==> src/rtl/prog_tick_div.sv <==
// prog_tick_div: programmable tick/square-wave generator with safe divisor reload; ONESHOT_MODE_EN adds a halt-after-one-tick mode.
module prog_tick_div #(
  parameter int CNT_W = 40,
  parameter logic [CNT_W-1:0] DIV_DEFAULT = CNT_W'(250000),
  parameter int TCNT_W = 16
) (
  input  logic              clk,
  input  logic              rst,
  input  logic              en,
  input  logic              clear,
  input  logic [CNT_W-1:0]  div_in,
  input  logic              div_load,
`ifdef ONESHOT_MODE_EN
  input  logic              oneshot,
`endif
  output logic              tick,
  output logic              cout,
  output logic [TCNT_W-1:0] tick_cnt,
  output logic              div_pend,
  output logic              running
);
  logic [CNT_W-1:0] cnt, div_q, pending;
  logic run, term, running_d;
  always_comb term = run && (cnt >= div_q);
`ifdef ONESHOT_MODE_EN
  logic halt;
  always_ff @(posedge clk)
    if (rst || clear) halt <= 1'b0;
    else if (term && oneshot) halt <= 1'b1;
  always_comb run = en & ~halt;
  always_comb running_d = run & ~(term & oneshot);
`else
  always_comb run = en;
  always_comb running_d = run;
`endif
  always_ff @(posedge clk) begin
    if (rst) begin
      cnt      <= '0;
      div_q    <= DIV_DEFAULT;
      pending  <= '0;
      div_pend <= 1'b0;
      tick     <= 1'b0;
      cout     <= 1'b0;
      tick_cnt <= '0;
      running  <= 1'b0;
    end else if (clear) begin
      cnt      <= '0;
      tick     <= 1'b0;
      cout     <= 1'b0;
      tick_cnt <= '0;
      running  <= en;
      // terminal is suppressed, so a load waits for the boundary when counting, applies now when paused
      if (div_load && en) begin
        pending  <= div_in;
        div_pend <= 1'b1;
      end else if (div_load) begin
        div_q    <= div_in;
        div_pend <= 1'b0;
      end
    end else if (term) begin
      cnt      <= '0;
      tick     <= 1'b1;
      cout     <= ~cout;
      tick_cnt <= tick_cnt + 1'b1;
      div_q    <= div_load ? div_in : div_pend ? pending : div_q;
      div_pend <= 1'b0;
      running  <= running_d;
    end else if (run) begin
      cnt     <= cnt + 1'b1;
      tick    <= 1'b0;
      running <= 1'b1;
      if (div_load) begin
        pending  <= div_in;
        div_pend <= 1'b1;
      end
    end else begin
      tick    <= 1'b0;
      running <= 1'b0;
      // paused: nothing to finish, so apply the new divisor and restart the period
      if (div_load || div_pend) begin
        div_q    <= div_load ? div_in : pending;
        cnt      <= '0;
        div_pend <= 1'b0;
      end
    end
  end
endmodule

==> config.mk <==
export PLATFORM = sky130hd
export DESIGN_NAME = prog_tick_div
export DESIGN_NICKNAME = d
export VERILOG_FILES = /design/src/rtl/prog_tick_div.sv
export SDC_FILE = /design/constraint.sdc
export NUM_CORES = 1
export LEC_CHECK = 0
export ABC_AREA = 1
export CELL_PAD_IN_SITES_DETAIL_PLACEMENT = 0
export CELL_PAD_IN_SITES_GLOBAL_PLACEMENT = 2
export CORE_ASPECT_RATIO = 0.8
export CORE_MARGIN = 10
export CORE_UTILIZATION = 37
export CTS_BUF_LIST = sky130_fd_sc_hd__clkbuf_4 sky130_fd_sc_hd__clkbuf_8
export DETAILED_ROUTE_END_ITERATION = 10
export PLACE_DENSITY_LB_ADDON = 0.1
export SYNTH_ARGS = -nofsm -noshare
export SYNTH_HDL_FRONTEND = slang
export SYNTH_SLANG_ARGS = --single-unit
==> constraint.sdc <==
create_clock -name clk -period 4.45 [get_ports clk]
set_clock_uncertainty 0.2 [all_clocks]
set_input_delay 1.1125 -clock clk [delete_from_list [all_inputs] [get_ports clk]]
set_output_delay 1.1125 -clock clk [all_outputs]
set_load 0.1 [all_outputs]
==> results of run 1 <==
-- layer usage --
layer	vias up	share of wire (%)
met3	9	4.0
met5	-	0
met4	0	0.57
met2	128	39
li1	3905	-
met1	3346	57
-- tightest hold or removal path: cells and delay by family, from the launching register on --
family           cells  cell delay, ns
AND/OR/NAND/NOR      2            0.10
flip-flops           1            0.34
-- logic make-up (layout without fill, tap and decap cells) --
group / Yosys count / count (layout) / share of synthesized area, %
buffers and inverters: 171 / 226 / 8.883
AOI/OAI and AO/OA: 126 / 126 / 8.790
adders and majority gates: 42 / 42 / 6.534
muxes: 40 / 40 / 4.978
and+or+nand+nor: 621 / 621 / 34.22
DFF: 140 / 140 / 34.85
xor gates and xnor gates: 16 / 16 / 1.742
-- cell type report --
class / count / area share, %
sequential: 140 / 30.10
tap: 275 / 3.695
timing repair buffer: 82 / 8.679
multi-input combinational: 845 / 48.78
clock inverter: 14 / 1.639
inverter: 112 / 4.514
clock buffer: 18 / 2.593
-- through the flow --
step / total power, uW / hold WS, ns / setup slack (ns) / cells / util [%]
4_1_cts: 2865 / 0.2696 / 1.018 / 1486 / 43.31
5_1_grt: 2980 / 0.2991 / 0.9657 / 1486 / 43.31
6_report: 2825 / 0.2646 / 1.043 / 1486 / 43.31
3_5_place_dp: 1804 / 0.2487 / 1.004 / 1454 / 41.48
2_1_floorplan: 1661 / 0.2289 / 1.867 / 1156 / -
3_3_place_gp: 1803 / 0.2418 / 1.003 / 1454 / 41.48
-- report_power, final --
part,total (uW),internal [uW],leakage [uW],switching (uW)
sequential,1350,1320,0.00114,35.8
combinational,419,165,0.00240,255
clock,1050,471,0.000192,583
-- how the worst min path moves through the flow --
stage | from | depth (start not counted) | to | slack [ns]
CTS | div_q[14]$_SDFFE_PP1P_ | 2 | div_q[14]$_SDFFE_PP1P_ | 0.27
global placement | div_q[16]$_SDFFE_PP1P_ | 2 | div_q[16]$_SDFFE_PP1P_ | 0.24
floorplan | div_q[12]$_SDFFE_PP1P_ | 2 | div_q[12]$_SDFFE_PP1P_ | 0.23
finish | div_q[14]$_SDFFE_PP1P_ | 2 | div_q[14]$_SDFFE_PP1P_ | 0.26
detailed placement | div_q[14]$_SDFFE_PP1P_ | 2 | div_q[14]$_SDFFE_PP1P_ | 0.25
global route | pending[14]$_SDFFE_PP0P_ | 2 | pending[14]$_SDFFE_PP0P_ | 0.30
-- cells in the final DEF, fill, tap and decap left out, drive strengths merged, types with 2 or more instances in the layout --
cell and count:
clkinvlp 3, inv 120, o21a 2, or2 6, o21ai 15, buf 19, nand2 237, nor3b 3
and3 2, mux2i 40, a21oi 80, nand3b 9, clkdlybuf4s50 63, a21o 4, xor2 11, ha 42
nand3 72, clkinv 2, a22oi 5, nand4 58, clkbuf 18, dfxtp 140, a211oi 16, and2 3
nor2 194, nor4 9, xnor2 5, nor3 28
-- sequential cells by signal, summed over array words and instances, names as in the netlist --
| name | cells |
|---|---|
| pending | 40 |
| cout | 1 |
| tick_cnt | 16 |
| div_pend | 1 |
| cnt | 40 |
| tick | 1 |
| div_q | 40 |
| running | 1 |
==> results.txt, run 1 <==
Synthesized flop and latch total: 140
CP top delay family: buffers and inverters
Die height: 151.9 um
Hold WC Path Type: reg -> reg
Max_slew headroom: 34.65%
Ys flop type: dfxtp_1
Synth top area cells: dfxtp_1 (35%), nand2_1 (11%), nor2_1 (9.0%)
Worst skew pair latency: 0.47 ns
Crit. path cell count: 1
Post-Synthesis Mean Instance Area: 6.957 um^2
Fillcell total: 2320
Max cap viols: 0
Arrival @ worst endpoint: 2.09 ns
Cts bufs inserted: 17
Htree depth: 4
Crit path time final: 3.407 ns
Post-Syn Instances: 1156
Avg WL per Cell: 15.93 um
Post-synthesis cell type count: 43
Post-synth EDFFs: 0
Ys async rst share: 0%
Synth area leader: dfxtp_1
M2 GR Usage: 21.88%
I/O pins: 65
TNS Setup: 0 ns
Die area: 28070 um^2
# clock sinks: 140
Dpl cell area: 8919 um^2
Register Area: 2803 um^2
CTS tree: built
DR pass1 iterations: 8
Worst r2r src: cnt[31]$_SDFFE_PP0P_
Fmax: 0.2935 GHz
Status: completed
Root Driver: clkbuf_8
P&R area growth vs syn: 15.79%
Iteration-0 DRC Markers: 594
Crit-path cells: clkdlybuf4s50_1
GPL Wtd Cong: 0.8234
Overall Global Routing Usage: 16.74%
Share of layout cells above drive strength 1: 6.276%
Post-CTS Resized: 0
Unrepaired setup endpoints after global routing: false
Syn Nets: 1243
WP data required: 3.14 ns
Reg-to-reg setup timing slack: 1.58 ns
Final cycle utilization of the critical path: 76.56%
CP peak stage delay: 1.18 ns
Largest net degree at the start of global routing: 59
Hold-fix buffers, CTS: 0
Crit path launch: tick_cnt[11]$_SDFFE_PP0P_
Fin nets: 1285
Final hold vios: 0
Top Usage Layer GRT: met1
Met3 usage: 3.360%
Chip width: 184.8 um
Fin. max-slew vios: 0
Slowest CP cell: clkdlybuf4s50_1
End of the critical path: tick_cnt[11]
Final HPWL DP: 16410 um
Vias in the first global route: 6747
Initial antenna violation count: 0
First-pass GRT wire length: 38160 um
YS warnings: 0
Starting Density: 37.41%
Crit path buffers/inverters: 1
Multi-input combinational cell area: 4543 um^2
Setup crit end kind: output pin
Routed via count: 7388
# setup viols final: 0
R2R cell count: 11
CTS Buffer Depth: 2
WL final: 23670 um
Clock-pin slew on the worst setup and hold paths: 0.08 ns
Via density: 4.972
Number of routed nets with antenna violations: 0
Postcts setup bufs: 0
DRC Markers: 0
Sequential share of the synthesized area: 34.85%
Pwr dens: 303.3 nW/um^2
Global route overflow: 0
Row count: 48
Core ar.: 21500 um^2
CP Launch Type: flop
RR Endpoint: cnt[17]$_SDFFE_PP0P_
CP Max Fanout: 6
Post-synth top area share: 34.85%
Synthesized cell area: 8043 um^2
Kind of critical path: reg -> out
Commonest cells post-synth: nand2_1 (233), nor2_1 (192), dfxtp_1 (140)
PortBufs: 64
Max VDD drop: 0.1287 mV
Pleak: 0.003731 uW
Worst-Margin Slew: 0.9772 ns
N_diodes: 0
Most common cell in the netlist: nand2_1
Design area: 9313 um^2
M1 GR Usage: 26.73%
No activity file was read; power rests on OpenSTA's default activity.
==> run 2: changes to the inputs <==
CORE_UTILIZATION = 31   (was 37)
clock period = 3 ns   (was 4.45 ns; I/O delays follow)
==> results.txt, run 2 (synthesis gave the netlist of run 1 again) <==
Setup crit end kind: flop (was output pin)
CP Launch Type: flop (unchanged)
Max cap viols: 0 (unchanged)
Min-delay src: div_q[17]$_SDFFE_PP1P_ (was div_q[14]$_SDFFE_PP1P_)
Flop pwr share: 47.3% (was 47.8%)
Logic gate share of total power: 15.6% (was 14.8%)
Multi-input combinational cell area: 4543 um^2 (unchanged)
TNS Setup: 0 ns (unchanged)
Hold Path Stages: 2 (unchanged)
Internal power: 2925 uW (was 1951 uW)
WL final: 25790 um (was 23670 um)
Row count: 52 (was 48)
Core ar.: 25440 um^2 (was 21500 um^2)
Placed cell count: 1560 (was 1454)
Post-CTS Resized: 0 (unchanged)
Initial antenna violation count: 0 (unchanged)
Worst-Margin Slew: 0.5786 ns (was 0.9772 ns)
Fillcell total: 2714 (was 2320)
PortBufs: 64 (unchanged)
# setup viols final: 0 (unchanged)
Postcts setup bufs: 0 (unchanged)
Most frequent cells in the layout: nand2_1 (232), nor2_1 (190), dfxtp_1 (140) (unchanged)
Overall Global Routing Usage: 15.90% (was 16.74%)
I/O pins: 65 (unchanged)
CTS tree: built (unchanged)
Worst r2r src: cnt[26]$_SDFFE_PP0P_ (was cnt[31]$_SDFFE_PP0P_)
WP data required: 3.19 ns (was 3.14 ns)
Leading cell type in the layout, fill and taps excluded: nand2_1 (unchanged)
First-pass GRT wire length: 40880 um (was 38160 um)
Die height: 164.1 um (was 151.9 um)
Net Switching: 1310 uW (was 873.8 uW)
Routed via count: 7506 (was 7388)
Die area: 32830 um^2 (was 28070 um^2)
Hold-fix buffers, CTS: 0 (unchanged)
Final HPWL DP: 18520 um (was 16410 um)
Kind of critical path: reg -> reg (was reg -> out)
Final cell count without fillers: 1592 (was 1486)
Number of routed nets with antenna violations: 0 (unchanged)
Htree depth: 4 (unchanged)
End point of the worst hold path: div_q[17]$_SDFFE_PP1P_ (was div_q[14]$_SDFFE_PP1P_)
Chip width: 200.1 um (was 184.8 um)
Iteration-0 DRC Markers: 563 (was 594)
Arrival @ worst endpoint: 2.93 ns (was 2.09 ns)
Fin nets: 1315 (was 1285)
Final cycle utilization of the critical path: 91.36%
DR pass1 iterations: 5 (was 8)
Starting Density: 31.62% (was 37.41%)
RR Endpoint: pending[36]$_SDFFE_PP0P_ (was cnt[17]$_SDFFE_PP0P_)
Fin. max-slew vios: 0 (unchanged)
R2R cell count: 15 (was 11)
DRC Markers: 0 (unchanged)
Cts bufs inserted: 17 (unchanged)
Status: completed (unchanged)
Register Area: 2803 um^2 (unchanged)
Avg WL per Cell: 16.20 um (was 15.93 um)
CP Max Fanout: 41 (was 6)
Largest net degree at the start of global routing: 47 (was 59)
Global route overflow: 0 (unchanged)
Fmax: 0.3649 GHz
Worst skew pair latency: 0.47 ns (about the same)
N_diodes: 0 (unchanged)
Reg-to-reg setup timing slack: 0.26 ns (was 1.58 ns)
Unrepaired setup endpoints after global routing: false (unchanged)
Pwr dens: 438.7 nW/um^2 (was 303.3 nW/um^2)
Crit path time final: 2.741 ns
Pleak: 0.003951 uW (was 0.003731 uW)
Clock-pin slew on the worst setup and hold paths: 0.10 ns (was 0.08 ns)
CTS Buffer Depth: 2 (unchanged)
Max VDD drop: 0.2918 mV (was 0.1287 mV)
Sw frac: 30.93% (was 30.94%)
# clock sinks: 140 (unchanged)
Share of layout cells above drive strength 1: 10.15% (was 6.276%)
GPL Wtd Cong: 0.8000 (was 0.8234)
Clk network pwr share: 37.0% (was 37.3%)
P&R area growth vs syn: 20.02% (was 15.79%)
Via density: 4.715 (was 4.972)
Vias in the first global route: 7112 (was 6747)
Leading registers by flop count: cnt (40), div_q (40), pending (40) (unchanged)
Hold WC Path Type: reg -> reg (unchanged)
Max_slew headroom: 61.37% (was 34.65%)
Final hold vios: 0 (unchanged)
Root Driver: clkbuf_8 (unchanged)
run 2: cell type report:
class | count | share of cell area, %
clock inverters | 13 | 1.387
multi-input cells | 845 | 47.06
inverters | 112 | 4.355
flip-flops and latches | 140 | 29.03
clock buffers | 19 | 2.644
repair buffers | 112 | 10.97
well taps | 351 | 4.550
run 2: worst max-delay path, cell delays in order, from the launching register on:
cell and delay [ns]:
dfxtp_1 0.49, ha_1 0.28, nand2_1 0.08, inv_1 0.04
nand2_1 0.05, nand2_1 0.04, nand2_1 0.05, nand2_1 0.05
a21oi_1 0.25, nand4_2 0.20, nand2_2 0.27, nand2_1 0.09
nand2_1 0.12, buf_12 0.22, nor2_1 0.07, nor2_1 0.12
run 2: power groups by stage:
stage / Sequential (uW) / Clock, uW / Combinational, uW
floorplan: 2050 / 0 / 416
global placement: 2050 / 0 / 671
detailed placement: 2050 / 0 / 669
CTS: 2000 / 1620 / 671
global route: 2020 / 1700 / 749
finish: 2000 / 1570 / 662
run 2: per-layer routing:
layer	global-route usage, %	share of wire [%]
met1	25.23	57
met2	20.98	38
met3	3.129	3.9
met4	3.263	0.59
met5	0	0
run 2: how the worst max path moves through the flow:
| stage | startpoint | slack (ns) | end | cells past startpoint |
|---|---|---|---|---|
| floorplan | tick_cnt[0]$_SDFFE_PP0P_ | 0.60 | tick_cnt[14]$_SDFFE_PP0P_ | 7 |
| global placement | div_load | 0.26 | pending[13]$_SDFFE_PP0P_ | 7 |
| detailed placement | cnt[35]$_SDFFE_PP0P_ | 0.25 | pending[34]$_SDFFE_PP0P_ | 12 |
| CTS | cnt[35]$_SDFFE_PP0P_ | 0.18 | pending[36]$_SDFFE_PP0P_ | 12 |
| global route | cnt[26]$_SDFFE_PP0P_ | 0.02 | pending[29]$_SDFFE_PP0P_ | 15 |
| finish | cnt[26]$_SDFFE_PP0P_ | 0.26 | pending[36]$_SDFFE_PP0P_ | 15 |
run 2: stage by stage:
step	hold WS (ns)	instance area, um^2	util, %	power (uW)	setup slack [ns]
global route	0.2996	9653	37.95	4461	0.01536
floorplan	0.2289	8043	-	2464	0.6029
CTS	0.2742	9653	37.95	4293	0.1798
global placement	0.2406	9264	36.42	2718	0.2574
detailed placement	0.2487	9264	36.42	2717	0.2497
finish	0.2698	9653	37.95	4235	0.2593
==> run 3: changes to the inputs <==
CELL_PAD_IN_SITES_DETAIL_PLACEMENT = 1   (was 0)
CELL_PAD_IN_SITES_GLOBAL_PLACEMENT = 1   (was 2)
CORE_UTILIZATION = 40   (was 31)
SETUP_SLACK_MARGIN = 0.4   (was not set)
==> results.txt, run 3 (synthesis gave the netlist of run 1 again) <==
Status: completed (unchanged)
Final cycle utilization of the critical path: 84.03% (was 91.36%)
Chip width: 178.5 um (was 200.1 um)
Fillcell total: 2597 (was 2714)
Fin. max-slew vios: 0 (unchanged)
Max cap viols: 0 (unchanged)
Worst r2r src: div_q[30]$_SDFFE_PP0P_ (was cnt[26]$_SDFFE_PP0P_)
Worst skew pair latency: 0.47 ns (about the same)
Routed via count: 7822 (was 7506)
I/O pins: 65 (unchanged)
Final cell count without fillers: 1500 (was 1592)
R2R cell count: 15 (unchanged)
Number of routed nets with antenna violations: 0 (unchanged)
P&R area growth vs syn: 21.97% (was 20.02%)
Hold_ws: 0.2817 ns (was 0.2698 ns)
Leading registers by flop count: cnt (40), div_q (40), pending (40) (unchanged)
CTS Buffer Depth: 2 (unchanged)
Hold WC Path Type: reg -> reg (unchanged)
Max_slew headroom: 67.39% (was 61.37%)
Fin nets: 1310 (was 1315)
Die area: 26210 um^2 (was 32830 um^2)
CTS tree: built (unchanged)
Via density: 5.215 (was 4.715)
Most frequent cells in the layout: nand2_1 (224), nor2_1 (181), dfxtp_1 (112) (was nand2_1 (232), nor2_1 (190), dfxtp_1 (140))
# clock sinks: 140 (unchanged)
RR Endpoint: pending[38]$_SDFFE_PP0P_ (was pending[36]$_SDFFE_PP0P_)
Arrival @ worst endpoint: 2.68 ns (was 2.93 ns)
Share of layout cells above drive strength 1: 14.56% (was 10.15%)
Fmax: 0.3967 GHz (was 0.3649 GHz)
Worst-Margin Slew: 0.4892 ns (was 0.5786 ns)
Unrepaired setup endpoints after global routing: true (was false)
PortBufs: 64 (unchanged)
Reg-to-reg setup timing slack: 0.48 ns (was 0.26 ns)
Max VDD drop: 0.2024 mV (was 0.2918 mV)
Crit path time final: 2.521 ns (was 2.741 ns)
WL final: 26270 um (was 25790 um)
DR pass1 iterations: 5 (unchanged)
Kind of critical path: reg -> reg (unchanged)
Overall Global Routing Usage: 19.52% (was 15.90%)
WP data required: 3.16 ns (was 3.19 ns)
Leading cell type in the layout, fill and taps excluded: nand2_1 (unchanged)
Cts bufs inserted: 17 (unchanged)
DRC Markers: 0 (unchanged)
N_diodes: 0 (unchanged)
Clock-pin slew on the worst setup and hold paths: 0.09 ns (was 0.10 ns)
GPL Wtd Cong: 0.8367 (was 0.8000)
# setup viols final: 0 (unchanged)
Initial antenna violation count: 0 (unchanged)
Setup crit end kind: flop (unchanged)
Global route overflow: 0 (unchanged)
Pleak: 0.004021 uW (was 0.003951 uW)
Vias in the first global route: 7784 (was 7112)
Iteration-0 DRC Markers: 344 (was 563)
CP Max Fanout: 21 (was 41)
Row count: 46 (was 52)
Core ar.: 19800 um^2 (was 25440 um^2)
Hold Path Stages: 2 (unchanged)
Avg WL per Cell: 17.52 um (was 16.20 um)
Final Power: 4340 uW (was 4235 uW)
Placed cell count: 1458 (was 1560)
First-pass GRT wire length: 41660 um (was 40880 um)
Largest net degree at the start of global routing: 75 (was 47)
Starting Density: 40.62% (was 31.62%)
TNS Setup: 0 ns (unchanged)
Min-delay src: div_q[27]$_SDFFE_PP0P_ (was div_q[17]$_SDFFE_PP1P_)
Final hold vios: 0 (unchanged)
Hold-fix buffers, CTS: 0 (unchanged)
Die height: 146.8 um (was 164.1 um)
End point of the worst hold path: div_q[27]$_SDFFE_PP0P_ (was div_q[17]$_SDFFE_PP1P_)
Htree depth: 4 (unchanged)
Pwr dens: 442.4 nW/um^2 (was 438.7 nW/um^2)
CP Launch Type: flop (unchanged)
Final HPWL DP: 18000 um (was 18520 um)
Root Driver: clkbuf_8 (unchanged)
[run 3: changes by cell type in the layout (fill, tap and decap cells not counted), moves of 3 or more]
cell	previous run	this run
a21oi_1	80	70
a21oi_2	0	10
buf_4	59	48
clkbuf_16	0	3
clkinv_4	5	1
dfxtp_1	140	112
dfxtp_2	0	27
inv_6	3	6
nand2_1	232	224
nand2_4	0	6
nor2_1	190	181
nor2_2	2	10
[run 3: stage by stage]
| step | setup slack, ns | util, % | cell area, um^2 |
|---|---|---|---|
| 6_report | 0.4791 | 49.55 | 9809 |
| 5_1_grt | 0.3286 | 49.55 | 9809 |
| 4_1_cts | 0.4019 | 48.24 | 9550 |
| 3_5_place_dp | 0.1931 | 45.54 | 9017 |
| 3_3_place_gp | 0.2478 | 45.54 | 9017 |
| 2_1_floorplan | 0.6029 | - | 8043 |
[run 3: worst max path at each step]
stage / start / slack [ns] / end
after global routing: div_q[29]$_SDFFE_PP0P_ / 0.33 / pending[38]$_SDFFE_PP0P_
after CTS: div_q[30]$_SDFFE_PP0P_ / 0.40 / pending[17]$_SDFFE_PP0P_
final: div_q[30]$_SDFFE_PP0P_ / 0.48 / pending[38]$_SDFFE_PP0P_
after floorplan: tick_cnt[0]$_SDFFE_PP0P_ / 0.60 / tick_cnt[14]$_SDFFE_PP0P_
after global placement: div_load / 0.25 / pending[22]$_SDFFE_PP0P_
after detailed placement: clear / 0.19 / pending[17]$_SDFFE_PP0P_
[run 3: routing by layer]
metal  wire length [um]  track usage [%]  share of wire, %
met4                223            4.086              0.85
met2              11030            27.71                42
met1              13850            29.67                53
met5                  0                0                 0
met3               1171            3.484               4.5
[run 3: layout make-up]
type	count	area, um^2	share of cell area (%)
inverter	112	424.2	4.324
timing repair buffer	107	1112	11.34
tap	264	330.3	3.367
sequential	140	2840	28.95
multi-input combinational	845	4695	47.86
clock buffer	19	255.2	2.602
clock inverter	13	152.6	1.556
[run 3: critical path, stage by stage, from the launching register on]
cell and delay (ns):
dfxtp_2 0.35, inv_1 0.08, ha_1 0.29, nand2_2 0.06, nor2_2 0.12, and2_4 0.16, nand2_1 0.07, nor2_1 0.10
nand2_1 0.10, nand4_4 0.15, nand2_4 0.13, nand2_4 0.10, nand2_4 0.09, buf_12 0.18, nor2_1 0.13, nor2_1 0.07
[run 3: timing repair]
item	4_1_cts	5_1_grt
setup buffers	3	1
resized for setup	11	62
endpoints found under the hold margin	0	0
setup endpoints to repair	101	116
pin swaps	2	10
gates cloned	2	4
[run 3: where the power goes]
group          total, uW  internal [uW]  switching (uW)
registers           2010           1950            55.1
logic                703            288             415
clock network       1630            791             837
total               4340           3030            1310
